**config.mk**
```make
export PLATFORM = sky130hd
export DESIGN_NAME = sigmoid_stream
export DESIGN_NICKNAME = d
export VERILOG_FILES = /design/src/rtl/sigmoid_stream.sv
export SDC_FILE = /design/constraint.sdc
export NUM_CORES = 1
export LEC_CHECK = 0
export ABC_AREA = 1
export ABC_CLOCK_PERIOD_IN_PS = 4080
export CAP_MARGIN = 5
export CORE_MARGIN = 4
export CORE_UTILIZATION = 45
export CTS_CLUSTER_SIZE = 28
export DETAILED_ROUTE_END_ITERATION = 10
export PLACE_DENSITY = 0.71
export SYNTH_ARGS = -nofsm -noshare
export SYNTH_HDL_FRONTEND = slang
export SYNTH_SLANG_ARGS = --single-unit
```
**constraint.sdc**
```tcl
create_clock -name clk -period 4.08 [get_ports clk]
set_clock_uncertainty 0.05 [all_clocks]
set_input_delay 0.816 -clock clk [delete_from_list [all_inputs] [get_ports clk]]
set_output_delay 0.816 -clock clk [all_outputs]
set_load 0.01 [all_outputs]
```
**src/rtl/sigmoid_stream.sv**
```systemverilog
// Two-stage streaming sigmoid: scores are scaled, mapped to probabilities
// (PWL / hard / step), tagged with a channel index and reduced to a frame argmax.
module sigmoid_stream #(
  parameter int W     = 8,
  parameter int FRAC  = 6,
  parameter int SHIFT = 6,
  parameter int NCH   = 2,
  parameter int CW    = 4
) (
  input  logic                clk,
  input  logic                rst,
  input  logic                in_valid,
  output logic                in_ready,
  input  logic signed [W+4:0] in_z,
  input  logic                in_last,
  input  logic [1:0]          in_mode,
  output logic                out_valid,
  input  logic                out_ready,
  output logic [W-1:0]        out_p,
  output logic [CW-1:0]       out_ch,
  output logic                out_last,
  output logic                out_sat,
  output logic [CW-1:0]       dec_idx,
  output logic [W-1:0]        dec_p
);
  localparam int ZW = W + 5;
  localparam logic [W-1:0]  ONE     = W'(1 << FRAC);
  localparam logic [W-1:0]  HALF    = W'(1 << (FRAC - 1));
  localparam logic [W-1:0]  Q75     = W'(3 << (FRAC - 2));
  localparam logic [W-1:0]  Q875    = W'(7 << (FRAC - 3));
  localparam logic [CW-1:0] LAST_CH = CW'(NCH - 1);

  logic                 s1_vld_q, s1_vld_d;
  logic signed [ZW-1:0] s1_x_q, s1_x_d;
  logic [1:0]           s1_mode_q, s1_mode_d;
  logic                 s1_last_q, s1_last_d;
  logic [CW-1:0]        s1_ch_q, s1_ch_d;
  logic [CW-1:0]        cnt_q, cnt_d;
  logic                 out_valid_q, out_valid_d;
  logic [W-1:0]         out_p_q, out_p_d;
  logic [CW-1:0]        out_ch_q, out_ch_d;
  logic                 out_last_q, out_last_d;
  logic                 out_sat_q, out_sat_d;
  logic [CW-1:0]        dec_idx_q, dec_idx_d;
  logic [W-1:0]         dec_p_q, dec_p_d;
  logic [W-1:0]         max_p_q, max_p_d;
  logic [CW-1:0]        max_idx_q, max_idx_d;

  logic          advance, neg, big, take, s1_end;
  logic [ZW-1:0] a;
  logic [2:0]    a3;
  logic [W-1:0]  pos, p;
  logic          sat;
  logic [W-1:0]  nmax_p;
  logic [CW-1:0] nmax_idx;

  // Whole pipeline freezes only when a presented output is refused.
  assign advance  = !(out_valid_q && !out_ready);
  assign in_ready = advance;

  always_comb begin
    s1_vld_d  = s1_vld_q;
    s1_x_d    = s1_x_q;
    s1_mode_d = s1_mode_q;
    s1_last_d = s1_last_q;
    s1_ch_d   = s1_ch_q;
    cnt_d     = cnt_q;
    s1_end    = in_last || (cnt_q == LAST_CH);
    if (advance) begin
      s1_vld_d = in_valid;
      if (in_valid) begin
        s1_x_d    = in_z >>> SHIFT;
        s1_mode_d = in_mode;
        s1_last_d = s1_end;
        s1_ch_d   = cnt_q;
        cnt_d     = s1_end ? '0 : cnt_q + CW'(1);
      end
    end
  end

  // Magnitude below 8 fits in three bits, which is all the segments need.
  always_comb begin
    neg = s1_x_q[ZW-1];
    a   = neg ? -s1_x_q : s1_x_q;
    a3  = a[2:0];
    big = (a >= ZW'(8));
    pos = ONE;
    p   = '0;
    sat = 1'b0;
    case (s1_mode_q)
      2'b01: begin
        sat = big;
        if (big)      p = neg ? '0 : ONE;
        else if (neg) p = HALF - (W'(a3) << (FRAC - 4));
        else          p = HALF + (W'(a3) << (FRAC - 4));
      end
      2'b10: p = neg ? '0 : ONE;
      default: begin
        if (big)                 pos = ONE;
        else if (a <= ZW'(2))    pos = HALF + (W'(a3) << (FRAC - 3));
        else if (a <= ZW'(6))    pos = Q75 + (W'(a3 - 3'd2) << (FRAC - 5));
        else                     pos = Q875 + (W'(a3 - 3'd6) << (FRAC - 4));
        p   = neg ? ONE - pos : pos;
        sat = big;
      end
    endcase
  end

  // Channel 0 always opens a frame, so it seeds the tracker; strict > keeps ties low.
  always_comb begin
    take     = (s1_ch_q == '0) || (p > max_p_q);
    nmax_p   = take ? p : max_p_q;
    nmax_idx = take ? s1_ch_q : max_idx_q;
    out_valid_d = out_valid_q;
    out_p_d     = out_p_q;
    out_ch_d    = out_ch_q;
    out_last_d  = out_last_q;
    out_sat_d   = out_sat_q;
    dec_idx_d   = dec_idx_q;
    dec_p_d     = dec_p_q;
    max_p_d     = max_p_q;
    max_idx_d   = max_idx_q;
    if (advance) begin
      out_valid_d = s1_vld_q;
      if (s1_vld_q) begin
        out_p_d    = p;
        out_ch_d   = s1_ch_q;
        out_last_d = s1_last_q;
        out_sat_d  = sat;
        dec_idx_d  = s1_last_q ? nmax_idx : '0;
        dec_p_d    = s1_last_q ? nmax_p : '0;
        max_p_d    = s1_last_q ? '0 : nmax_p;
        max_idx_d  = s1_last_q ? '0 : nmax_idx;
      end
    end
  end

  always_ff @(posedge clk) begin
    if (rst) begin
      s1_vld_q    <= 1'b0;
      s1_x_q      <= '0;
      s1_mode_q   <= '0;
      s1_last_q   <= 1'b0;
      s1_ch_q     <= '0;
      cnt_q       <= '0;
      out_valid_q <= 1'b0;
      out_p_q     <= '0;
      out_ch_q    <= '0;
      out_last_q  <= 1'b0;
      out_sat_q   <= 1'b0;
      dec_idx_q   <= '0;
      dec_p_q     <= '0;
      max_p_q     <= '0;
      max_idx_q   <= '0;
    end else begin
      s1_vld_q    <= s1_vld_d;
      s1_x_q      <= s1_x_d;
      s1_mode_q   <= s1_mode_d;
      s1_last_q   <= s1_last_d;
      s1_ch_q     <= s1_ch_d;
      cnt_q       <= cnt_d;
      out_valid_q <= out_valid_d;
      out_p_q     <= out_p_d;
      out_ch_q    <= out_ch_d;
      out_last_q  <= out_last_d;
      out_sat_q   <= out_sat_d;
      dec_idx_q   <= dec_idx_d;
      dec_p_q     <= dec_p_d;
      max_p_q     <= max_p_d;
      max_idx_q   <= max_idx_d;
    end
  end

  assign out_valid = out_valid_q;
  assign out_p     = out_p_q;
  assign out_ch    = out_ch_q;
  assign out_last  = out_last_q;
  assign out_sat   = out_sat_q;
  assign dec_idx   = dec_idx_q;
  assign dec_p     = dec_p_q;
endmodule

```
[Word-level counts from Yosys, hierarchy flattened]
Cells that the tools add are included.
Cells by class
  multiplexer cells: 18
  add/sub/neg operators: 10
  bitwise operators: 1
  equality and inequality tests: 3
  reduce and logical (&&, ||, !) cells: 9
  magnitude comparators: 4
Operator list (number)
  $mux 8: 10
  $mux 4: 4
  $pmux 8 s2: 1
  $ge 13x4->1 const B: 1
  $le 13x2->1 const B: 1
  $le 13x3->1 const B: 1
  $mux 13: 1
  $neg 7->13: 1
  $add 7x5->8 const A: 1
  $add 7x6->8 const A: 1
  $gt 8x8->1: 1
  $sub 7x8->8 const A: 1
  $add 6x5->7 const A: 1
  $add 6x6->7 const A: 1
  $mux 7: 1
  $sub 6x5->7 const A: 1
  $add 4x1->4 const B: 1
  $eq 4x1->1 const B: 1
  $logic_not 4->1: 1
  $reduce_and 2->1: 2
  $sub 3x2->4 const B: 1
  $sub 3x3->4 const B: 1
  $eq 2x1->1 const B: 1
  $eq 2x2->1 const B: 1
  other kinds (6): 8
Storage, ports and cells
  register bits: 58
  word-level logic and storage cells: 60

[Depth between registers and ports, before layout]
  depth after elaboration: 15
  mapped depth: 31
  gate-level depth less buffers: 30

[Worst setup path before layout]
Ideal clock, no wire load.
  kind: register to register
  start point: reg s1_x_q[0]
  end point: reg dec_idx_q[3], in the netlist dec_idx[3]
  stages on the path, launching flop included: 27
  slack: -3 ps
  required time: 3899 ps
  data arrival time: 3902 ps
  period minus slack after synthesis: 4083 ps
  path through: dfxtp_1 inv_2 ha_1 xor2_1 a21oi_2 inv_2 ha_1 a21oi_4 nand2_1 nor3_1 inv_1 ha_1 inv_1 nand3_1 a31oi_1 inv_1 ha_1 nand2_1 inv_1 nand2_1 or3_1 nand2_1 or2_2 buf_2 nand4_2 nand3_2 a21oi_2
On the way
  longest elaborated chain between the ends: 15
  elaborated cells on any way between the ends: 25
RTL lines
  start: declaration: RTL line 34  | logic signed [ZW-1:0] s1_x_q, s1_x_d;
  start signal: assignment: RTL line 141  | s1_x_q <= '0;
  start signal: assignment: RTL line 157  | s1_x_q <= s1_x_d;
  $neg 7->13: RTL line 84  | a = neg ? -s1_x_q : s1_x_q;
  $mux 13 (*): RTL line 84
  $sub 3x2->4 / $sub 3x3->4 (equally long branches): RTL line 101, 102
  $add 7x5->8 / $add 7x6->8 (equally long branches): RTL line 101, 102
  $mux 8: RTL line 101  | else if (a <= ZW'(6)) pos = Q75 + (W'(a3 - 3'd2) << (FRAC - 5));
  $mux 8: RTL line 100  | else if (a <= ZW'(2)) pos = HALF + (W'(a3) << (FRAC - 3));
  $mux 8: RTL line 99  | if (big) pos = ONE;
  $mux 8: RTL line 90  | case (s1_mode_q)
  $sub 7x8->8: RTL line 103  | p = neg ? ONE - pos : pos;
  $mux 8: RTL line 103
  $pmux 8 s2 (*): RTL line 90
  net p[3]: RTL line 52  | logic [W-1:0] pos, p;
  $gt 8x8->1 (*): RTL line 111  | take = (s1_ch_q == '0) || (p > max_p_q);
  $logic_or 1x1->1 (*): RTL line 111
  $mux 4 (*): RTL line 113  | nmax_idx = take ? s1_ch_q : max_idx_q;
  $mux 4 (*): RTL line 130  | dec_idx_d = s1_last_q ? nmax_idx : '0;
  end signal: assignment: RTL line 167  | dec_idx_q <= dec_idx_d;
  end: declaration: RTL line 44  | logic [CW-1:0] dec_idx_q, dec_idx_d;
The timed path passes the listed nets; every way through them passes the cells marked *. The select of a mux whose other input is x is not followed.
A chain may end at the register's enable or synchronous reset.

[Worst setup path after layout]
  start point: reg s1_x_q[0]
  end point: reg dec_idx_q[2], in the netlist dec_idx[2]
The elaborated chain is that of the path after synthesis.

==> flow_metrics.env <==
export IMPL_run_status="finished with violations"
export IMPL_violations="negative setup slack"
export IMPL_ys_ff_latch=57
export IMPL_slew_headroom_pct=14.9
export IMPL_start_util_pct=46.8
export IMPL_cts_buffer_depth=2
export IMPL_ys_seq_area_share_pct=35.7
export IMPL_h_tree_depth=3
export IMPL_synth_edf_count=0
export IMPL_clock_sinks=57
export IMPL_dp_cells=571
export IMPL_synth_fp_nets=465
export IMPL_gp_congestion=0.835
export IMPL_synthCells=427
export IMPL_overflow=0
export IMPL_fin_util_pct=64.3
export IMPL_num_rows=30
export IMPL_postRouteAntennaNets=0
export IMPL_setup_viol=3
export IMPL_finalNonFillerCells=598
export IMPL_viasPerCell=5.09
export IMPL_synthArstFlopShare_pct=0
export IMPL_clk_latency_ns=0.34
export IMPL_cap_violations=0
export IMPL_synth_distinct_cells=41
export IMPL_synth_top_cell_by_area="dfxtp_1"
export IMPL_critPathLaunchType="flop"
export IMPL_synthFlopType="dfxtp_1"
export IMPL_antennaDiodeCount=0
export IMPL_fin_crit_ns=4.09
export IMPL_io_pins=48
export IMPL_wl_per_cell_um=13.1
export IMPL_synth_most_common_cell="nand2_1"
export IMPL_synthTopCellsByArea="dfxtp_1 36%, nand2_1 8.5%, a21oi_1 8.0%"
export IMPL_drc_errors=0
export IMPL_rsz0062_at_grt="yes"
export IMPL_placeableCoreArea_mm2=0.00683
export IMPL_design_area_mm2=0.00439
export IMPL_finalCritPeriodShare_pct=100
export IMPL_cp_data_arrival_time_ns=4.31
export IMPL_min_path_type="flop to flop"
export IMPL_port_buffers=40
export IMPL_hpwlAfterDp_um=5340
export IMPL_startpoint="s1_x_q[0]$_SDFFE_PP0P_"
export IMPL_hold_start="dec_p[6]$_SDFFE_PP0P_"
export IMPL_worst_slew_pin_transition_ns=1.27
export IMPL_avgSynthCellArea_um2=7.49
export IMPL_syn2layout_area_growth_pct=37.3
export IMPL_powerDensity_mw_per_mm2=429
export IMPL_grt_pass1_vias=2859
export IMPL_r2r_start="s1_x_q[0]$_SDFFE_PP0P_"
export IMPL_fin_setup_tns_ns=-0.00888
export IMPL_drt_wl_total_um=7850
export IMPL_antenna_found_initial=0
export IMPL_cts_tree="done"
export IMPL_numCtsBuffers=9
export IMPL_end_kind="flop"
export IMPL_grt_pass1_wl_um=12700
export IMPL_synth_common_cells="72 x nand2_1, 57 x dfxtp_1, 51 x a21oi_1, 50 x inv_1, 31 x nand3_1"
export IMPL_grt_max_degree=30
export IMPL_grt_util_all_layers_pct=18.3
export IMPL_reg2reg_setup_slack_ns=-0.006
export IMPL_drtIter0Drc=149
export IMPL_placed_cell_area_mm2=0.00382
export IMPL_die_y_um=92.3
export IMPL_vias=3045
export IMPL_criticalPathCategory="flop to flop"
export IMPL_clk_pin_slew_ns=0.07
export IMPL_die_area_mm2=0.00852
export IMPL_power_leakage_uw=0.00186
export IMPL_synth_top_area_share_pct=35.7
export IMPL_fin_nets=535
export IMPL_layout_drive_gt1_share_pct=28.3
export IMPL_max_freq_mhz=245
export IMPL_vdd_drop_max_mv=0.300
export IMPL_slew_violations=0
export IMPL_finalHoldViolCount=0
export IMPL_die_x_um=92.3
export IMPL_syn_area_mm2=0.00320
export IMPL_clockRootBuffer="clkbuf_8"
export IMPL_pre_cts_ws_ns=-0.0962
export IMPL_setup_ws_ns=-0.00623
export IMPL_required_ns=4.31
export IMPL_first_pass_iters=4
export IMPL_yosysWarnings=0
export IMPL_worst_path_max_fanout=7
-- report_power, final --
part | switching [uW] | internal [uW]
logic | 407 | 337
registers | 19.4 | 590
clock network | 233 | 298
-- final cells by class --
type / count / area [um2]
clock inverter: 5 / 53.8
inverter: 58 / 220
multi-input combinational: 291 / 1980
tap: 96 / 120
clock buffer: 11 / 141
fill: 561 / 2440
sequential: 57 / 1140
timing repair buffer: 80 / 732
-- worst paths after layout --
check / end / depth (start not counted)
max: dec_idx[2]$_SDFFE_PP0P_ / 27
min: dec_p[6]$_SDFFE_PP0P_ / 2
max reg2reg: dec_idx[2]$_SDFFE_PP0P_ / 27
min reg2reg: dec_p[6]$_SDFFE_PP0P_ / 2
-- through the flow --
stage | hold slack, ns | total power [uW]
final | 0.417 | 1880
after global routing | 0.431 | 1990
after CTS | 0.416 | 1750
after detailed placement | 0.406 | 1190
after global placement | 0.401 | 1170
after floorplan | 0.393 | 1020
-- kinds of logic after synthesis --
group | share of synthesized area [%]
XOR/XNOR | 0.822
AO/OA/AOI/OAI | 17.7
other | 0.117
buffers and inverters | 10.6
AND/OR/NAND/NOR | 28.0
flip-flops | 35.7
adder cells (fa/ha/maj) | 7.05
-- metal layers --
metal | vias up | GRT usage [%] | wire length, um
met5 | - | 0 | 0
met4 | 0 | 7.80 | 126
met1 | 1419 | 22.0 | 3530
met2 | 61 | 31.6 | 3870
met3 | 11 | 3.69 | 321
li1 | 1554 | - | -
-- flip-flops by register name, summed over array words and instances (netlist names) --
name,flops
max_p_q,8
s1_last_q,1
out_p,7
out_sat,1
out_ch,4
out_last,1
s1_x_q,7
s1_ch_q,4
dec_p,8
s1_vld_q,1
cnt_q,4
max_idx_q,4
out_valid,1
s1_mode_q,2
dec_idx,4
-- layout by cell type (no fill, tap or decap), types with 10 or more instances in the layout --
master and n:
inv_2 13, clkbuf_8 10, clkdlybuf4s50_1 40, dfxtp_1 55
ha_1 11, buf_4 34, nor2_1 25, a21oi_1 47
o21ai_0 28, nand3_1 24, inv_1 44, nand2_2 10
nand2_1 66, nand4_2 10
-- critical path, cell delays in order (launching register included) --
cell and delay [ns]:
dfxtp_2 0.33, inv_2 0.05, ha_4 0.26, nor2_2 0.04, nor2_4 0.25, inv_2 0.10, ha_4 0.17, a21oi_4 0.14
buf_6 0.14, o211ai_1 0.17, ha_4 0.29, a21oi_1 0.15, o21ai_0 0.10, nand2_1 0.09, inv_1 0.05, ha_1 0.28
nand2_2 0.05, inv_2 0.06, nand2_1 0.06, or3_4 0.37, nand2_4 0.08, nand2_4 0.05, nand4_4 0.08, nand3_4 0.12
buf_6 0.19, nand2_2 0.07, nand3_2 0.06, a21oi_1 0.17
-- repair_timing --
action	in CTS	in global routing
gates resized for setup	13	54
pin swaps	6	28
setup buffers	2	9
hold buffers	0	0
endpoints found under the setup margin	22	22
Note: power is estimated with default switching activity, not from simulation.
